===== config.mk =====
export PLATFORM = sky130hd
export DESIGN_NAME = vend_session_controller
export DESIGN_NICKNAME = d
export VERILOG_FILES = /design/src/rtl/vend_session_controller.sv
export SDC_FILE = /design/constraint.sdc
export NUM_CORES = 1
export LEC_CHECK = 0
export CAP_MARGIN = 10
export CELL_PAD_IN_SITES_DETAIL_PLACEMENT = 1
export CELL_PAD_IN_SITES_GLOBAL_PLACEMENT = 2
export CORE_ASPECT_RATIO = 0.5
export CORE_UTILIZATION = 34
export CTS_BUF_LIST = sky130_fd_sc_hd__clkbuf_2
export CTS_CLUSTER_SIZE = 12
export DETAILED_ROUTE_END_ITERATION = 16
export GPL_TIMING_DRIVEN = 1
export PLACE_DENSITY = 0.94
export SLEW_MARGIN = 20
export SYNTH_ARGS = -nofsm -noshare
export SYNTH_HDL_FRONTEND = slang
export SYNTH_SLANG_ARGS = --single-unit

===== constraint.sdc =====
create_clock -name clock -period 4.8 [get_ports clock]
set_clock_uncertainty 0.2 [all_clocks]
set_input_delay 0.72 -clock clock [delete_from_list [all_inputs] [get_ports clock]]
set_output_delay 0.72 -clock clock [all_outputs]
set_load 0.05 [all_outputs]

===== src/rtl/vend_session_controller.sv =====
// Vending session controller: sequences buy, owner charge, owner withdraw and
// status requests through one shared stock/bank datapath.
module vend_session_controller #(
    parameter int unsigned NUM_ITEMS  = 4,
    parameter int unsigned STOCK_W    = 4,
    parameter int unsigned MONEY_W    = 8,
    parameter int unsigned PRICE0     = 5,
    parameter int unsigned PRICE1     = 7,
    parameter int unsigned PRICE2     = 10,
    parameter int unsigned PRICE3     = 12,
    parameter logic [5:0]  OWNER_PASS = 6'b001101,
    parameter int unsigned TIMEOUT    = 255
) (
    input  logic               clock,
    input  logic               reset,
    input  logic               start,
    input  logic [1:0]         usermode,
    input  logic [1:0]         stuffmode,
    input  logic [5:0]         ownerpass,
    input  logic [STOCK_W-1:0] addsize,
    input  logic [MONEY_W-1:0] withdrawmoney,
    input  logic               coin_valid,
    input  logic [3:0]         coin_value,
    input  logic               canclebutton,
    output logic               busy,
    output logic [MONEY_W-1:0] credit,
    output logic [MONEY_W-1:0] pmoney,
    output logic [STOCK_W-1:0] stock_level,
    output logic               product_valid,
    output logic [1:0]         product_id,
    output logic               change_valid,
    output logic [MONEY_W-1:0] change_amount,
    output logic               payout_valid,
    output logic [MONEY_W-1:0] payout_amount,
    output logic               coin_reject,
    output logic [3:0]         redlight
);

    localparam int unsigned TW = $clog2(TIMEOUT + 1);

    typedef enum logic [2:0] {
        IDLE,
        COLLECT,
        VEND,
        CHARGE,
        WITHDRAW,
        STATUS
    } state_t;

    state_t             state;
    logic [1:0]         item_q;
    logic [STOCK_W-1:0] addsize_q;
    logic [MONEY_W-1:0] wd_q;
    logic [TW-1:0]      timer;
    logic [STOCK_W-1:0] stock [NUM_ITEMS];
    logic [MONEY_W-1:0] price;
    logic [MONEY_W:0]   coin_sum;
    logic [MONEY_W:0]   bank_sum;
    logic [STOCK_W:0]   stock_sum;

    always_comb begin
        price = MONEY_W'(PRICE0);
        case (item_q)
            2'd0:    price = MONEY_W'(PRICE0);
            2'd1:    price = MONEY_W'(PRICE1);
            2'd2:    price = MONEY_W'(PRICE2);
            default: price = MONEY_W'(PRICE3);
        endcase
    end

    // One extra bit on each sum exposes the overflow that must be refused.
    assign coin_sum    = {1'b0, credit} + (MONEY_W+1)'(coin_value);
    assign bank_sum    = {1'b0, pmoney} + {1'b0, price};
    assign stock_sum   = {1'b0, stock[item_q]} + {1'b0, addsize_q};
    assign busy        = (state != IDLE);
    assign stock_level = stock[item_q];

    always_ff @(posedge clock) begin
        if (reset) begin
            state         <= IDLE;
            item_q        <= '0;
            addsize_q     <= '0;
            wd_q          <= '0;
            timer         <= '0;
            credit        <= '0;
            pmoney        <= '0;
            product_valid <= 1'b0;
            product_id    <= '0;
            change_valid  <= 1'b0;
            change_amount <= '0;
            payout_valid  <= 1'b0;
            payout_amount <= '0;
            coin_reject   <= 1'b0;
            redlight      <= '0;
            for (int unsigned i = 0; i < NUM_ITEMS; i++) stock[i] <= '0;
        end else begin
            product_valid <= 1'b0;
            change_valid  <= 1'b0;
            payout_valid  <= 1'b0;
            coin_reject   <= 1'b0;
            change_amount <= '0;
            payout_amount <= '0;
            case (state)
                IDLE: begin
                    if (start) begin
                        item_q    <= stuffmode;
                        addsize_q <= addsize;
                        wd_q      <= withdrawmoney;
                        redlight  <= '0;
                        credit    <= '0;
                        timer     <= '0;
                        case (usermode)
                            2'd0: begin
                                if (stock[stuffmode] == '0) redlight[0] <= 1'b1;
                                else                        state <= COLLECT;
                            end
                            2'd1: begin
                                if (ownerpass != OWNER_PASS) redlight[1] <= 1'b1;
                                else                         state <= CHARGE;
                            end
                            2'd2: begin
                                if (ownerpass != OWNER_PASS) redlight[2] <= 1'b1;
                                else                         state <= WITHDRAW;
                            end
                            default: state <= STATUS;
                        endcase
                    end
                end
                COLLECT: begin
                    if (canclebutton) begin
                        coin_reject   <= coin_valid;
                        change_valid  <= (credit != '0);
                        change_amount <= credit;
                        credit        <= '0;
                        state         <= IDLE;
                    end else if (coin_valid && !coin_sum[MONEY_W]) begin
                        credit <= coin_sum[MONEY_W-1:0];
                        timer  <= '0;
                        if (coin_sum[MONEY_W-1:0] >= price) state <= VEND;
                    end else begin
                        // A refused coin does not restart the idle timeout.
                        coin_reject <= coin_valid;
                        if (timer == TW'(TIMEOUT - 1)) begin
                            change_valid  <= (credit != '0);
                            change_amount <= credit;
                            credit        <= '0;
                            state         <= IDLE;
                        end else begin
                            timer <= timer + TW'(1);
                        end
                    end
                end
                VEND: begin
                    if (bank_sum[MONEY_W]) begin
                        redlight[0]   <= 1'b1;
                        change_valid  <= (credit != '0);
                        change_amount <= credit;
                    end else begin
                        product_valid  <= 1'b1;
                        product_id     <= item_q;
                        stock[item_q]  <= stock[item_q] - STOCK_W'(1);
                        pmoney         <= bank_sum[MONEY_W-1:0];
                        change_valid   <= (credit != price);
                        change_amount  <= credit - price;
                    end
                    credit <= '0;
                    state  <= IDLE;
                end
                CHARGE: begin
                    stock[item_q] <= stock_sum[STOCK_W] ? '1 : stock_sum[STOCK_W-1:0];
                    state         <= IDLE;
                end
                WITHDRAW: begin
                    if (wd_q <= pmoney) begin
                        pmoney        <= pmoney - wd_q;
                        payout_valid  <= 1'b1;
                        payout_amount <= wd_q;
                    end else begin
                        redlight[2] <= 1'b1;
                    end
                    state <= IDLE;
                end
                STATUS:  state <= IDLE;
                default: state <= IDLE;
            endcase
        end
    end

endmodule


* After elaboration in Yosys (flattened, before gate mapping)
Memories as Yosys holds them, arrays and structs flattened. A register that Yosys moved wholly into a read port is not among the register bits. Cells that the tools add are included. Widths: inputs -> output; s select.
Operators by class: $add $sub $neg 7, magnitude comparators 2, equality and inequality tests 23, multiplexer cells 62, bitwise operators 5, reduce and logical (&&, ||, !) cells 25
Operators by type and width (number):
- $mux 8 | 13
- $pmux 8 s2 | 3
- $mux 3 | 9
- $mux 1 | 24
- $pmux 8 s3 | 1
- $sub 8x8->8 | 2
- $mux 4 | 3
- $ne 2x2->1 const B | 6
- $ne 3x3->1 const B | 4
- $pmux 4 s3 | 1
- $reduce_and 3->1 | 4
- $add 8x4->9 | 1
- $add 8x8->9 | 1
- $pmux 3 s3 | 1
- $add 8x1->8 const B | 1
- $eq 8x8->1 const B | 1
- $ge 8x8->1 | 1
- $le 8x8->1 | 1
- $ne 4x4->1 const B | 2
- $ne 8x8->1 | 1
- $reduce_bool 2->1 | 4
- $reduce_bool 8->1 | 1
- $eq 3x2->1 const B | 2
- $mux 2 | 3
- other kinds (23) | 34
Word-level totals: register bits after elaboration 66, bits in writable memories 16, input bits 31, output and inout port bits 47, logic and storage cells 142, memories 1
Memories:
- stock | words 4, bits a word 4, read ports 2, clocked after Yosys merged registers in 1, write ports 4, RTL line 55 | logic [STOCK_W-1:0] stock [NUM_ITEMS];

* Logic depth before layout (Yosys ltp)
depth after elaboration 10, mapped depth 12, gate-level depth less buffers 12

* Worst setup path after synthesis
No wires, ideal clock.
kind flip-flop to flip-flop, start register item_q[0], end memory stock[2][0], enable pin, setup time 0.308 ns, data arrival time 3.038 ns, required time 4.292 ns, setup slack 1.255 ns, cell stages (with the launch flop) 12, buffers on the path 0, clock period less this slack 3.545 ns, path through dfxtp_1 > inv_1 > ha_1 > o21bai_1 > inv_1 > ha_1 > fa_1 > a211oi_1 > nor4_4 > o31a_1 > or3_1 > nand2_1
RTL lines:
- from (decl) | RTL line 51 | logic [1:0] item_q;
- from (signal assigned) | RTL line 106 | item_q <= stuffmode;
- to (decl) | RTL line 55

==> impl_metrics.env <==
export IMPL_outcome="finished clean"
export IMPL_h_tree_depth=3
export IMPL_power_density_nw_per_um2=268.0
export IMPL_avgSynthCellArea_sq_um=8.638
export IMPL_drv_slew=0
export IMPL_hold_buffers=0
export IMPL_use_met2_pct=33.13
export IMPL_hold_path_class="flop to flop"
export IMPL_synth_cell_types=76
export IMPL_post_drt_wl_per_cell_um=18.22
export IMPL_grt_ovfl_total=0
export IMPL_peakVddDrop_mv=0.1422
export IMPL_vias_per_cell=5.539
export IMPL_syn_inst=581
export IMPL_ys_warn_count=0
export IMPL_setup_tns_ps=0
export IMPL_area_growth_pct=20.57
export IMPL_path_cells="inv_1 -> ha_1 -> o21bai_1 -> inv_1 -> ha_1 -> fa_1 -> a211oi_1 -> nor4_4 -> nand2b_1 -> nor3_1 -> o22ai_1 -> nor2_1"
export IMPL_sw_frac_of_total_pct=33.70
export IMPL_fin_nets=719
export IMPL_synth_edf_count=16
export IMPL_numCtsBuffers=9
export IMPL_async_reset_ff_share_pct=0
export IMPL_slowest_stage="dfxtp_1"
export IMPL_grt_busiest_layer="met2"
export IMPL_leakage_nw=2.284
export IMPL_p_seq_share_pct=47.6
export IMPL_grtUsageMet3_pct=3.559
export IMPL_min_path_cells=2
export IMPL_rsz0062_at_grt="false"
export IMPL_grt_pass1_wl_um=24860
export IMPL_p_comb_share_pct=25.0
export IMPL_ys_flop_type="dfxtp_1"
export IMPL_worstPathRequired_ps=5040
export IMPL_cts_root_buf="clkbuf_2"
export IMPL_setup_viol=0
export IMPL_criticalPathCategory="flop to flop"
export IMPL_grt_max_degree=61
export IMPL_ys_seq_area_share_pct=36.70
export IMPL_p_int_mw=1.075
export IMPL_path_clk_slew_ps=260
export IMPL_cts_buffer_depth=2
export IMPL_synthesis_area_sq_um=5019
export IMPL_drc=0
export IMPL_coreArea_sq_um=13960
export IMPL_wl_um=15410
export IMPL_rows=30
export IMPL_antenna_found_initial=0
export IMPL_grt_usage_pct=20.75
export IMPL_portBuffers=76
export IMPL_ant_nets=0
export IMPL_die_w_um=173.8
export IMPL_vias=4686
export IMPL_period_share_pct=86.22
export IMPL_clock_latency_ps=570
export IMPL_cts_tree="done"
export IMPL_grt_met1_usage_pct=29.06
export IMPL_max_freq_mhz=241.6
export IMPL_hpwl_um=11770
export IMPL_numClockSinks=84
export IMPL_drtIter0Drc=313
export IMPL_die_area_sq_um=15280
export IMPL_regArea_sq_um=1842
export IMPL_place_congestion=0.8444
export IMPL_worst_pin_slew_ps=699.6
export IMPL_drive_gt1_share_pct=6.422
export IMPL_cap_violations=0
export IMPL_ys_seq_elements=84
export IMPL_whs_ps=275.0
export IMPL_slew_headroom_pct=53.36
export IMPL_diodes=0
export IMPL_synth_nets=651
export IMPL_endpoint_kind="flop"
export IMPL_multi_input_area_sq_um=2890
export IMPL_hold_viol=0
export IMPL_reg2reg_depth=12
export IMPL_period_needed_ps=4139
export IMPL_ios=78
export IMPL_ctsResizeCount=0
export IMPL_dr_pass1_iters=4
export IMPL_power_mw=1.622
export IMPL_cp_arrival_ps=4380
export IMPL_power_frac_clock_pct=27.3
export IMPL_start_util_pct=35.94
export IMPL_p_sw_mw=0.5464
export IMPL_critical_path_startpoint_type="flop"
export IMPL_grt_pass1_vias=4672
export IMPL_die_h_um=87.91
export IMPL_cts_setup_buffers=0
export IMPL_cp_max_fo=14
export IMPL_fillers=1688
export IMPL_max_stage_delay_ps=500
[through the flow]
stage	setup WS [ps]	instances	area, sq um	utilization (%)
global route	322.1	846	6051	43.33
CTS	690.1	846	6051	43.33
finish	661.2	846	6051	43.33
global placement	1024	830	5912	42.34
detailed placement	735.8	830	5912	42.34
floorplan	1255	581	5019	-
[worst max-delay path: cells and delay by family (launching register included)]
kind / cells / cell delay (ps)
adders and majority gates: 3 / 890
DFF: 1 / 500
and+or+nand+nor: 4 / 1130
AOI/OAI and AO/OA: 3 / 1040
buffers and inverters: 2 / 240
[power groups by stage]
stage	Combinational [mW]	Sequential, mW	Clock (mW)
after floorplan	0.247	0.805	0
after detailed placement	0.399	0.786	0
after global placement	0.387	0.785	0
after global routing	0.441	0.778	0.483
after CTS	0.403	0.772	0.456
final	0.406	0.773	0.443
[cell families after synthesis]
kind of cell | after synthesis | share of synthesized area (%)
AND/OR/NAND/NOR | 228 | 22.81
AO/OA/AOI/OAI | 148 | 19.62
flip-flops | 84 | 36.70
buffers and inverters | 61 | 5.709
adder cells (fa/ha/maj) | 39 | 10.47
XOR/XNOR | 15 | 2.618
multiplexers | 5 | 1.995
other | 1 | 0.07472
[sequential cells by signal (all words and copies together), names as in the netlist, 3 cells and up, named ones only]
name	cells
addsize_q	4
change_amount	8
credit	8
payout_amount	8
pmoney	8
redlight	3
state	3
stock	16
timer	8
wd_q	8
[layout by cell type, fill, tap and decap left out, types with 6 or more instances in the layout]
master and instances:
clkdlybuf4s50_1 75, inv_1 34, a31oi_1 6, a21oi_1 55, buf_4 7, o21ai_0 21, a21o_1 7, edfxtp_1 16
dfxtp_1 68, a211oi_1 6, nand3_1 10, ha_1 34, nor3_1 35, xor2_1 7, nand3b_1 7, xnor2_1 8
nand2_1 61, nor2_1 61, or3_1 7, clkbuf_2 10
[worst paths after layout]
kind                            slack (ps)          end      start
worst min-delay path                   280      wd_q[5]    wd_q[5]
worst min register to register         280      wd_q[5]    wd_q[5]
worst max-delay path                   660  stock[2][1]  item_q[0]
worst max register to register         660  stock[2][1]  item_q[0]
[per-layer routing]
layer | vias to the layer above | part of all wire, %
li1 | 2235 | -
met3 | 17 | 5.6
met4 | 0 | 1.2
met2 | 109 | 44
met5 | - | 0
met1 | 2325 | 49
[cell usage after synthesis, types with 3 or more instances]
cell / n / area share, %
nor2b_1: 4 / 0.50
and3_1: 4 / 0.50
a211oi_1: 6 / 0.90
nor3b_1: 3 / 0.45
or2_2: 3 / 0.37
o21bai_1: 5 / 0.75
a31oi_1: 6 / 0.75
a311oi_1: 3 / 0.52
nor4_1: 5 / 0.62
a21o_1: 7 / 1.0
xnor2_1: 8 / 1.4
edfxtp_1: 16 / 9.6
and2_1: 3 / 0.37
nor2_1: 61 / 4.6
ha_1: 34 / 8.5
clkbuf_1: 16 / 1.2
xor2_1: 7 / 1.2
nand3b_1: 7 / 1.0
mux4_2: 4 / 1.8
nand4b_1: 3 / 0.52
fa_1: 5 / 2.0
a32o_1: 5 / 1.0
nand2b_1: 5 / 0.62
o21ai_0: 21 / 2.1
clkbuf_8: 3 / 0.82
o22ai_1: 5 / 0.62
inv_1: 34 / 2.5
dfxtp_1: 68 / 27
or3_1: 7 / 0.87
nor3_1: 35 / 3.5
nand2_1: 61 / 4.6
a21oi_1: 55 / 5.5
o2111ai_1: 3 / 0.52
nand3_1: 10 / 1.0
[cell type report]
| cell class | count | area share, % |
|---|---|---|
| Clock buffer | 10 | 0.8271 |
| Timing Repair Buffer | 83 | 13.36 |
| Sequential cell | 84 | 30.44 |
| Multi-Input combinational cell | 436 | 47.77 |
| Inverter | 35 | 2.171 |
| Clock inverter | 6 | 1.468 |
| Tap cell | 192 | 3.970 |
No activity file was read; power rests on OpenSTA's default activity.
